===== src/rtl/fsm_stream_sched.sv =====
// fsm_stream_sched
// Feeds the serial-input protocol FSM. Parallel words arrive over a
// valid/ready handshake and are replayed MSB-first, one bit per step, with
// bit_vld acting as the FSM step enable. The FSM's event codes and output
// flag are folded into per-packet statistics.
//
// Optional build macro: FSM_STREAM_PARITY_EN
//   When defined, each word is followed by one extra step carrying its
//   even-parity bit (XOR of all word bits), so a word takes DW+1 steps.
//
// Ports:
//   clk        clock, rising edge
//   rst        asynchronous reset, active-low
//   in_valid   word available
//   in_ready   word accepted when in_valid & in_ready
//   in_data    word to serialize, MSB first
//   in_last    word is the last of its packet
//   abort_i    synchronous abort of the current packet
//   bit_o      serial bit to the FSM input
//   bit_vld    FSM step enable, bit_o valid
//   evt_i      FSM event code (0 none, 1, 2)
//   flag_i     FSM output flag
//   busy       packet in progress
//   done_o     one-cycle pulse at packet end
//   evt1_cnt   saturating count of evt_i==1 cycles in the packet
//   evt2_cnt   saturating count of evt_i==2 cycles in the packet
//   flag_seen  sticky: flag_i seen high during the packet
module fsm_stream_sched #(
    parameter int DW   = 8,
    parameter int CNTW = 8,
    parameter int GAP  = 0
) (
    input  logic            clk,
    input  logic            rst,
    input  logic            in_valid,
    output logic            in_ready,
    input  logic [DW-1:0]   in_data,
    input  logic            in_last,
    input  logic            abort_i,
    output logic            bit_o,
    output logic            bit_vld,
    input  logic [7:0]      evt_i,
    input  logic            flag_i,
    output logic            busy,
    output logic            done_o,
    output logic [CNTW-1:0] evt1_cnt,
    output logic [CNTW-1:0] evt2_cnt,
    output logic            flag_seen
);

    localparam int BW = $clog2(DW);
    localparam int GW = (GAP > 1) ? $clog2(GAP + 1) : 1;
    localparam logic [BW-1:0] BIT_INIT = BW'(DW - 1);
    localparam logic [GW-1:0] GAP_INIT = (GAP > 0) ? GW'(GAP - 1) : '0;

    typedef enum logic [1:0] {
        ST_IDLE,
        ST_SHIFT,
        ST_GAP,
        ST_DONE
    } state_t;

    state_t          state;
    state_t          state_nxt;
    logic [DW-1:0]   shreg;
    logic            last_q;
    logic [BW-1:0]   bitcnt;
    logic [GW-1:0]   gapcnt;
    logic            accept;
    logic            word_end;

`ifdef FSM_STREAM_PARITY_EN
    logic            par_q;
    logic            par_phase;

    // The parity step is the final step of a word, so hand-off decisions
    // (next word, last, gap) are taken there instead of on bit 0.
    assign word_end = (state == ST_SHIFT) && par_phase;
`else
    assign word_end = (state == ST_SHIFT) && (bitcnt == '0);
`endif

    assign accept = in_valid && in_ready;

    // State register.
    always_ff @(posedge clk or negedge rst) begin
        if (!rst) begin
            state <= ST_IDLE;
        end else begin
            state <= state_nxt;
        end
    end

    // Next-state logic. Abort overrides everything, including an accept or
    // the final step of a word.
    always_comb begin
        state_nxt = state;
        case (state)
            ST_IDLE: begin
                if (accept) begin
                    state_nxt = ST_SHIFT;
                end
            end
            ST_SHIFT: begin
                if (word_end) begin
                    if (last_q) begin
                        state_nxt = ST_DONE;
                    end else if (GAP > 0) begin
                        state_nxt = ST_GAP;
                    end else if (accept) begin
                        state_nxt = ST_SHIFT;
                    end else begin
                        state_nxt = ST_IDLE;
                    end
                end
            end
            ST_GAP: begin
                if (gapcnt == '0) begin
                    state_nxt = ST_IDLE;
                end
            end
            ST_DONE: begin
                state_nxt = ST_IDLE;
            end
            default: begin
                state_nxt = ST_IDLE;
            end
        endcase
        if (abort_i) begin
            state_nxt = ST_IDLE;
        end
    end

    // Output decode. With no gap, in_ready is also offered on the final step
    // of a non-last word so the next word follows without a bubble. in_ready
    // is gated by rst so nothing looks acceptable while reset is held.
    always_comb begin
        in_ready = 1'b0;
        bit_vld  = 1'b0;
        bit_o    = 1'b0;
        done_o   = 1'b0;
        case (state)
            ST_IDLE: begin
                in_ready = rst && !abort_i;
            end
            ST_SHIFT: begin
                bit_vld = 1'b1;
`ifdef FSM_STREAM_PARITY_EN
                bit_o = par_phase ? par_q : shreg[DW-1];
`else
                bit_o = shreg[DW-1];
`endif
                if (word_end && !last_q && (GAP == 0)) begin
                    in_ready = rst && !abort_i;
                end
            end
            ST_DONE: begin
                done_o = !abort_i;
            end
            default: begin
                in_ready = 1'b0;
            end
        endcase
    end

    // Word datapath: load on accept, shift while stepping, gap countdown and
    // the packet-open flag (busy) which survives IDLE between words.
    always_ff @(posedge clk or negedge rst) begin
        if (!rst) begin
            shreg  <= '0;
            last_q <= 1'b0;
            bitcnt <= '0;
            gapcnt <= '0;
            busy   <= 1'b0;
        end else begin
            if (accept) begin
                shreg  <= in_data;
                last_q <= in_last;
                bitcnt <= BIT_INIT;
                busy   <= 1'b1;
            end else if (state == ST_SHIFT) begin
                shreg <= {shreg[DW-2:0], 1'b0};
                if (bitcnt != '0) begin
                    bitcnt <= bitcnt - BW'(1);
                end
            end
            if ((state == ST_SHIFT) && (state_nxt == ST_GAP)) begin
                gapcnt <= GAP_INIT;
            end else if ((state == ST_GAP) && (gapcnt != '0)) begin
                gapcnt <= gapcnt - GW'(1);
            end
            if (abort_i || (state == ST_DONE)) begin
                busy <= 1'b0;
            end
        end
    end

`ifdef FSM_STREAM_PARITY_EN
    // Parity of the accepted word, and a flag marking the extra step that
    // follows bit 0. The flag is recomputed every cycle so it can never
    // linger into a later word.
    always_ff @(posedge clk or negedge rst) begin
        if (!rst) begin
            par_q     <= 1'b0;
            par_phase <= 1'b0;
        end else begin
            if (accept) begin
                par_q <= ^in_data;
            end
            par_phase <= (state == ST_SHIFT) && (bitcnt == '0) && !par_phase && !abort_i;
        end
    end
`endif

    // Packet statistics. Only the first accept of a packet (busy low) clears
    // them; accepts of later words, done and abort leave them untouched.
    always_ff @(posedge clk or negedge rst) begin
        if (!rst) begin
            evt1_cnt  <= '0;
            evt2_cnt  <= '0;
            flag_seen <= 1'b0;
        end else if (accept && !busy) begin
            evt1_cnt  <= '0;
            evt2_cnt  <= '0;
            flag_seen <= 1'b0;
        end else if (busy) begin
            if ((evt_i == 8'd1) && (evt1_cnt != '1)) begin
                evt1_cnt <= evt1_cnt + CNTW'(1);
            end
            if ((evt_i == 8'd2) && (evt2_cnt != '1)) begin
                evt2_cnt <= evt2_cnt + CNTW'(1);
            end
            if (flag_i) begin
                flag_seen <= 1'b1;
            end
        end
    end

endmodule


===== config.mk =====
export PLATFORM = sky130hd
export DESIGN_NAME = fsm_stream_sched
export DESIGN_NICKNAME = d
export VERILOG_FILES = /design/src/rtl/fsm_stream_sched.sv
export SDC_FILE = /design/constraint.sdc
export NUM_CORES = 1
export LEC_CHECK = 0
export CORE_AREA = 2 2 75 77
export CTS_CLUSTER_DIAMETER = 150
export DETAILED_ROUTE_END_ITERATION = 8
export DIE_AREA = 0 0 77 79
export PLACE_DENSITY = 0.6
export SYNTH_ARGS = -nofsm -noshare
export SYNTH_HDL_FRONTEND = slang
export SYNTH_SLANG_ARGS = --single-unit

===== constraint.sdc =====
create_clock -name clk -period 3.2 [get_ports clk]
set_input_delay 0.64 -clock clk [delete_from_list [all_inputs] [get_ports clk]]
set_output_delay 0.64 -clock clk [all_outputs]
set_load 0.05 [all_outputs]

# --- After elaboration in Yosys (flattened, before gate mapping) ---
# Cells that the tools add are included.
# Widths: inputs -> output; s select.
word_totals:
  input_bits: 22
  register_bits: 33
op_classes:
  n_reduce_logical: 28
  n_eq_ne: 8
  mux: 30
  n_addsub: 4
op_table:
  columns: ["cell", "count"]
  rows:
  - ["$mux 8", 8]
  - ["$add 8x1->8 const B", 2]
  - ["$ne 8x8->1 const B", 2]
  - ["$reduce_bool 2->1", 8]
  - ["$mux 1", 12]
  - ["$mux 2", 5]
  - ["$logic_and 1x1->1", 9]
  - ["$mux 3", 3]
  - ["$eq 8x1->1 const B", 1]
  - ["$eq 8x2->1 const B", 1]
  - ["$pmux 2 s4", 1]
  - ["$reduce_and 2->1", 4]
  - ["$eq 2x2->1 const B", 3]
  - ["$logic_not 1->1", 3]
  - ["$logic_not 3->1", 1]
  - ["$reduce_bool 3->1", 1]
  - ["$sub 3x1->3 const B", 1]
  - ["$eq 2x1->1 const B", 1]
  - ["$logic_not 2->1", 1]
  - ["$pmux 1 s2", 1]
  - ["$logic_or 1x1->1", 1]
  - ["$sub 1x1->1 const B", 1]

# --- Longest topological paths before layout ---
logic_depth:
  depth_word: 14
  ltp_mapped: 7

# --- Least setup slack after synthesis ---
# Ideal clock, no wire load.
synth_path:
  path_type: "input-to-output"
  start: "in abort_i"
  end: "out done_o"
  path_slack_ns: 0.823
  cell_stages: 1
  arrival_ns: 1.737
  required_time_ns: 2.560
  cell_sequence: "nor3_1"
synth_between:
  elab_chain_cells: 2
synth_lines:
  columns: ["element", "line", "rtl"]
  rows:
  - ["start, declared", "39", "input logic abort_i,"]
  - ["$logic_not 1->1", "158", "done_o = !abort_i;"]
  - ["$mux 1", "142", "case (state)"]
  - ["end, declared", "45", "output logic done_o,"]
# No other way between the ends.

# --- Worst setup path after layout ---
# Same ends and word-level chain as after synthesis.

==> out/metrics.csv <==
stage,metric,value,unit
run_status,status,"finished, final reports clean",
timing,layout_worst_path_cycle_share,0.883,
worst_setup_path,cp_max_fo,5,
worst_setup_path,setup.worst_path.start,abort_i,
detailed_routing,vias_per_cell,5.10,
finish,fin_area,2420,sq um
synthesis,syn_nets,206,
clock_tree,cts-resized-gates,0,
clock_tree,cts_root_buffer,clkbuf_8,
clock_tree,numCtsBuffers,5,
run,drv_cap,0,
timing,finalSetupViolCount,0,
clock_tree,cts_tree,yes,
power_and_ir_drop,sequentialPowerShare,0.520,
synthesis,netlist_area,1800,sq um
power_and_ir_drop,p_leak,0.971,nW
synthesis,yosysMostFrequentCell,dfrtp_1,
synthesis,synth_top_cell_by_area,dfrtp_1,
global_route,grt_overflow,0,
die,die_x,77,um
power_and_ir_drop,power.switching,255,uW
placed_design,io_buffers,43,
synthesis,yosys-top-cells-count,"dfrtp_1, nand2_1, o21ai_0",
finish,fillCellCount,530,
synthesis,ys.flop_type,dfrtp_1,
worst_hold_path,min-delay-path-class,reg -> reg,
global_route,grt_pass1_vias,1458,
synthesis,synthTopCellsByArea,"dfrtp_1, nand2_1, mux2i_1, o21ai_0, ha_1",
power_and_ir_drop,netSwitchingFraction,0.271,
clock_tree,clk_path_buf_depth,2,
synthesis,synth-seq-area-share,0.458,
power_and_ir_drop,intPower,686,uW
worst_setup_path,r2r_setup_slack,1.15,ns
timing,fmax,354,MHz
finish,nets,257,
worst_setup_path,cp-end-kind,output port,
power_and_ir_drop,clockPowerShare,0.306,
timing,tightest_slew,0.642,ns
detailed_routing,via_count,1539,
timing,fin_worst_skew,0.00382,ns
synthesis,yosys.area.top_type_share,0.458,
global_route,antenna_found_initial,0,
power_and_ir_drop,p_per_area,389,nW/um^2
clock_tree,cts_setup_buffers,0,
power_and_ir_drop,p_comb_frac,0.174,
finish,area_growth,34.1,%
power_and_ir_drop,ir_drop,291,uV
die,ios,44,
worst_setup_path,cp.required,2.56,ns
finish,antennaDiodeCount,0,
timing,finalSetupTns,0,ns
worst_setup_path,cp.arrival,2.19,ns
detailed_routing,remaining_drc_errors,0,
worst_setup_path,critPathKind,in -> out,
die,start_util,0.338,
worst_setup_path,reg2reg_from,bitcnt[0]$_DFFE_PN0P_,
timing,slew_headroom,0.570,
detailed_routing,final_antenna_net_count,0,
synthesis,postSynthAreaPerCell,10.0,sq um
clock_tree,clk_latency,0.29,ns
worst_hold_path,min_from,state[0]$_DFF_PN0_,
clock_tree,cts-hold-fix-buffers,0,
synthesis,netlist_instances,180,
die,coreArea,5340,sq um
synthesis,ys_warn_count,0,
finish,multi_input_area,941,sq um
synthesis,synth_edf_count,0,
detailed_routing,wirelength,4.08,mm
clock_tree,h-tree-depth,2,
die,std_cell_rows,27,
clock_tree,path_clk_slew,0.06,ns
synthesis,synth-async-reset-ratio,1.00,
global_route,track_usage,0.145,
placed_design,place_hpwl,2.93,mm
finish,drive_gt1_frac,0.0870,
detailed_routing,dr.pass1.iters,4,
finish,seqCellArea,826,sq um
synthesis,synth_seq_cells,33,
die,die_area,6080,sq um
detailed_routing,wire_per_inst,13.5,um
timing,drv_slew,0,
placed_design,post_dp_cell_area,2340,sq um
global_route,grt_pass1_wl,6.91,mm
timing,rsz0062_at_grt,false,
timing,period_minus_slack,2.83,ns
placed_design,gp_congestion,0.796,
synthesis,ys_types,47,
worst_setup_path,cp-start-kind,input port,
global_route,grt_max_degree,34,
clock_tree,cts_num_sinks,33,
timing,hold_viol,0,
die,die_h,79,um
detailed_routing,drt-initial-drc-count,50,
==> worst max-delay path, stage by stage <==
cell	delay [ns]
clkdlybuf4s50_1	0.48
nor3_1	0.23
clkdlybuf4s50_1	0.83
==> final cells by class <==
cell class              count  share of cell area
clock buffers               5              0.0285
clock inverters             1             0.00207
inverters                   5             0.00776
multi-input cells         139               0.389
flip-flops and latches     33               0.342
well taps                  72              0.0373
repair buffers             47               0.194
==> power groups by stage <==
stage	combinational (mW)	clock, mW	sequential [mW]
after floorplan	0.0928	0	0.497
after global placement	0.162	0	0.497
after detailed placement	0.167	0	0.496
after CTS	0.168	0.301	0.490
after global routing	0.184	0.317	0.496
final	0.164	0.288	0.490
==> routing by layer <==
layer | vias to the layer above | track usage | wire [um]
met5 | - | 0 | 0
met4 | 0 | 0.0750 | 87
met3 | 7 | 0.0386 | 235
met2 | 38 | 0.231 | 1860
met1 | 725 | 0.182 | 1900
li1 | 769 | - | -
==> cells by family (layout without fill, tap and decap cells) <==
group                    after synthesis  count (layout)  share of synthesized area
AND/OR/NAND/NOR                       76              76                      0.262
XOR/XNOR                               4               4                     0.0194
AO/OA/AOI/OAI                         46              46                      0.162
buffers and inverters                  8              58                     0.0201
adder cells (fa/ha/maj)                4               4                     0.0278
flip-flops                            33              33                      0.458
multiplexers                           9               9                     0.0507
==> flip-flops by register name (all words and copies together) (netlist names) <==
name and cells:
evt2_cnt 8, busy 1, gapcnt 1, last_q 1
evt1_cnt 8, state 2, flag_seen 1, bitcnt 3
shreg 8
==> per-stage QoR <==
stage,util,worst slack [ns],power (mW),instances,hold slack (ns)
3_5_place_dp,0.439,0.396,0.663,296,0.495
6_report,0.453,0.375,0.941,302,0.500
5_1_grt,0.453,0.336,0.997,302,0.530
4_1_cts,0.453,0.378,0.959,302,0.501
2_1_floorplan,-,0.823,0.590,180,0.344
3_3_place_gp,0.439,0.420,0.659,296,0.495
==> worst paths after layout <==
check / cells after the start / end
setup reg to reg: 6 / evt2_cnt[2]$_DFFE_PN0P_
hold reg to reg: 1 / busy$_DFFE_PN0P_
hold / removal: 1 / busy$_DFFE_PN0P_
max in group asynchronous: 2 / evt1_cnt[7]$_DFFE_PN0P_
setup / recovery: 3 / done_o
min in group asynchronous: 2 / state[0]$_DFF_PN0_
==> cell usage in the layout (no fill, tap or decap), types with 4 or more instances in the layout <==
master,n
buf_4,5
o21ai_0,16
nor3_1,4
nand3_1,8
clkdlybuf4s50_1,41
mux2i_1,8
a21oi_1,9
dfrtp_1,33
nand2_1,24
ha_1,4
nor2_1,6
inv_1,5
clkbuf_8,5
nor3b_1,4
o211ai_1,5
Note: power is estimated with default switching activity, not from simulation.
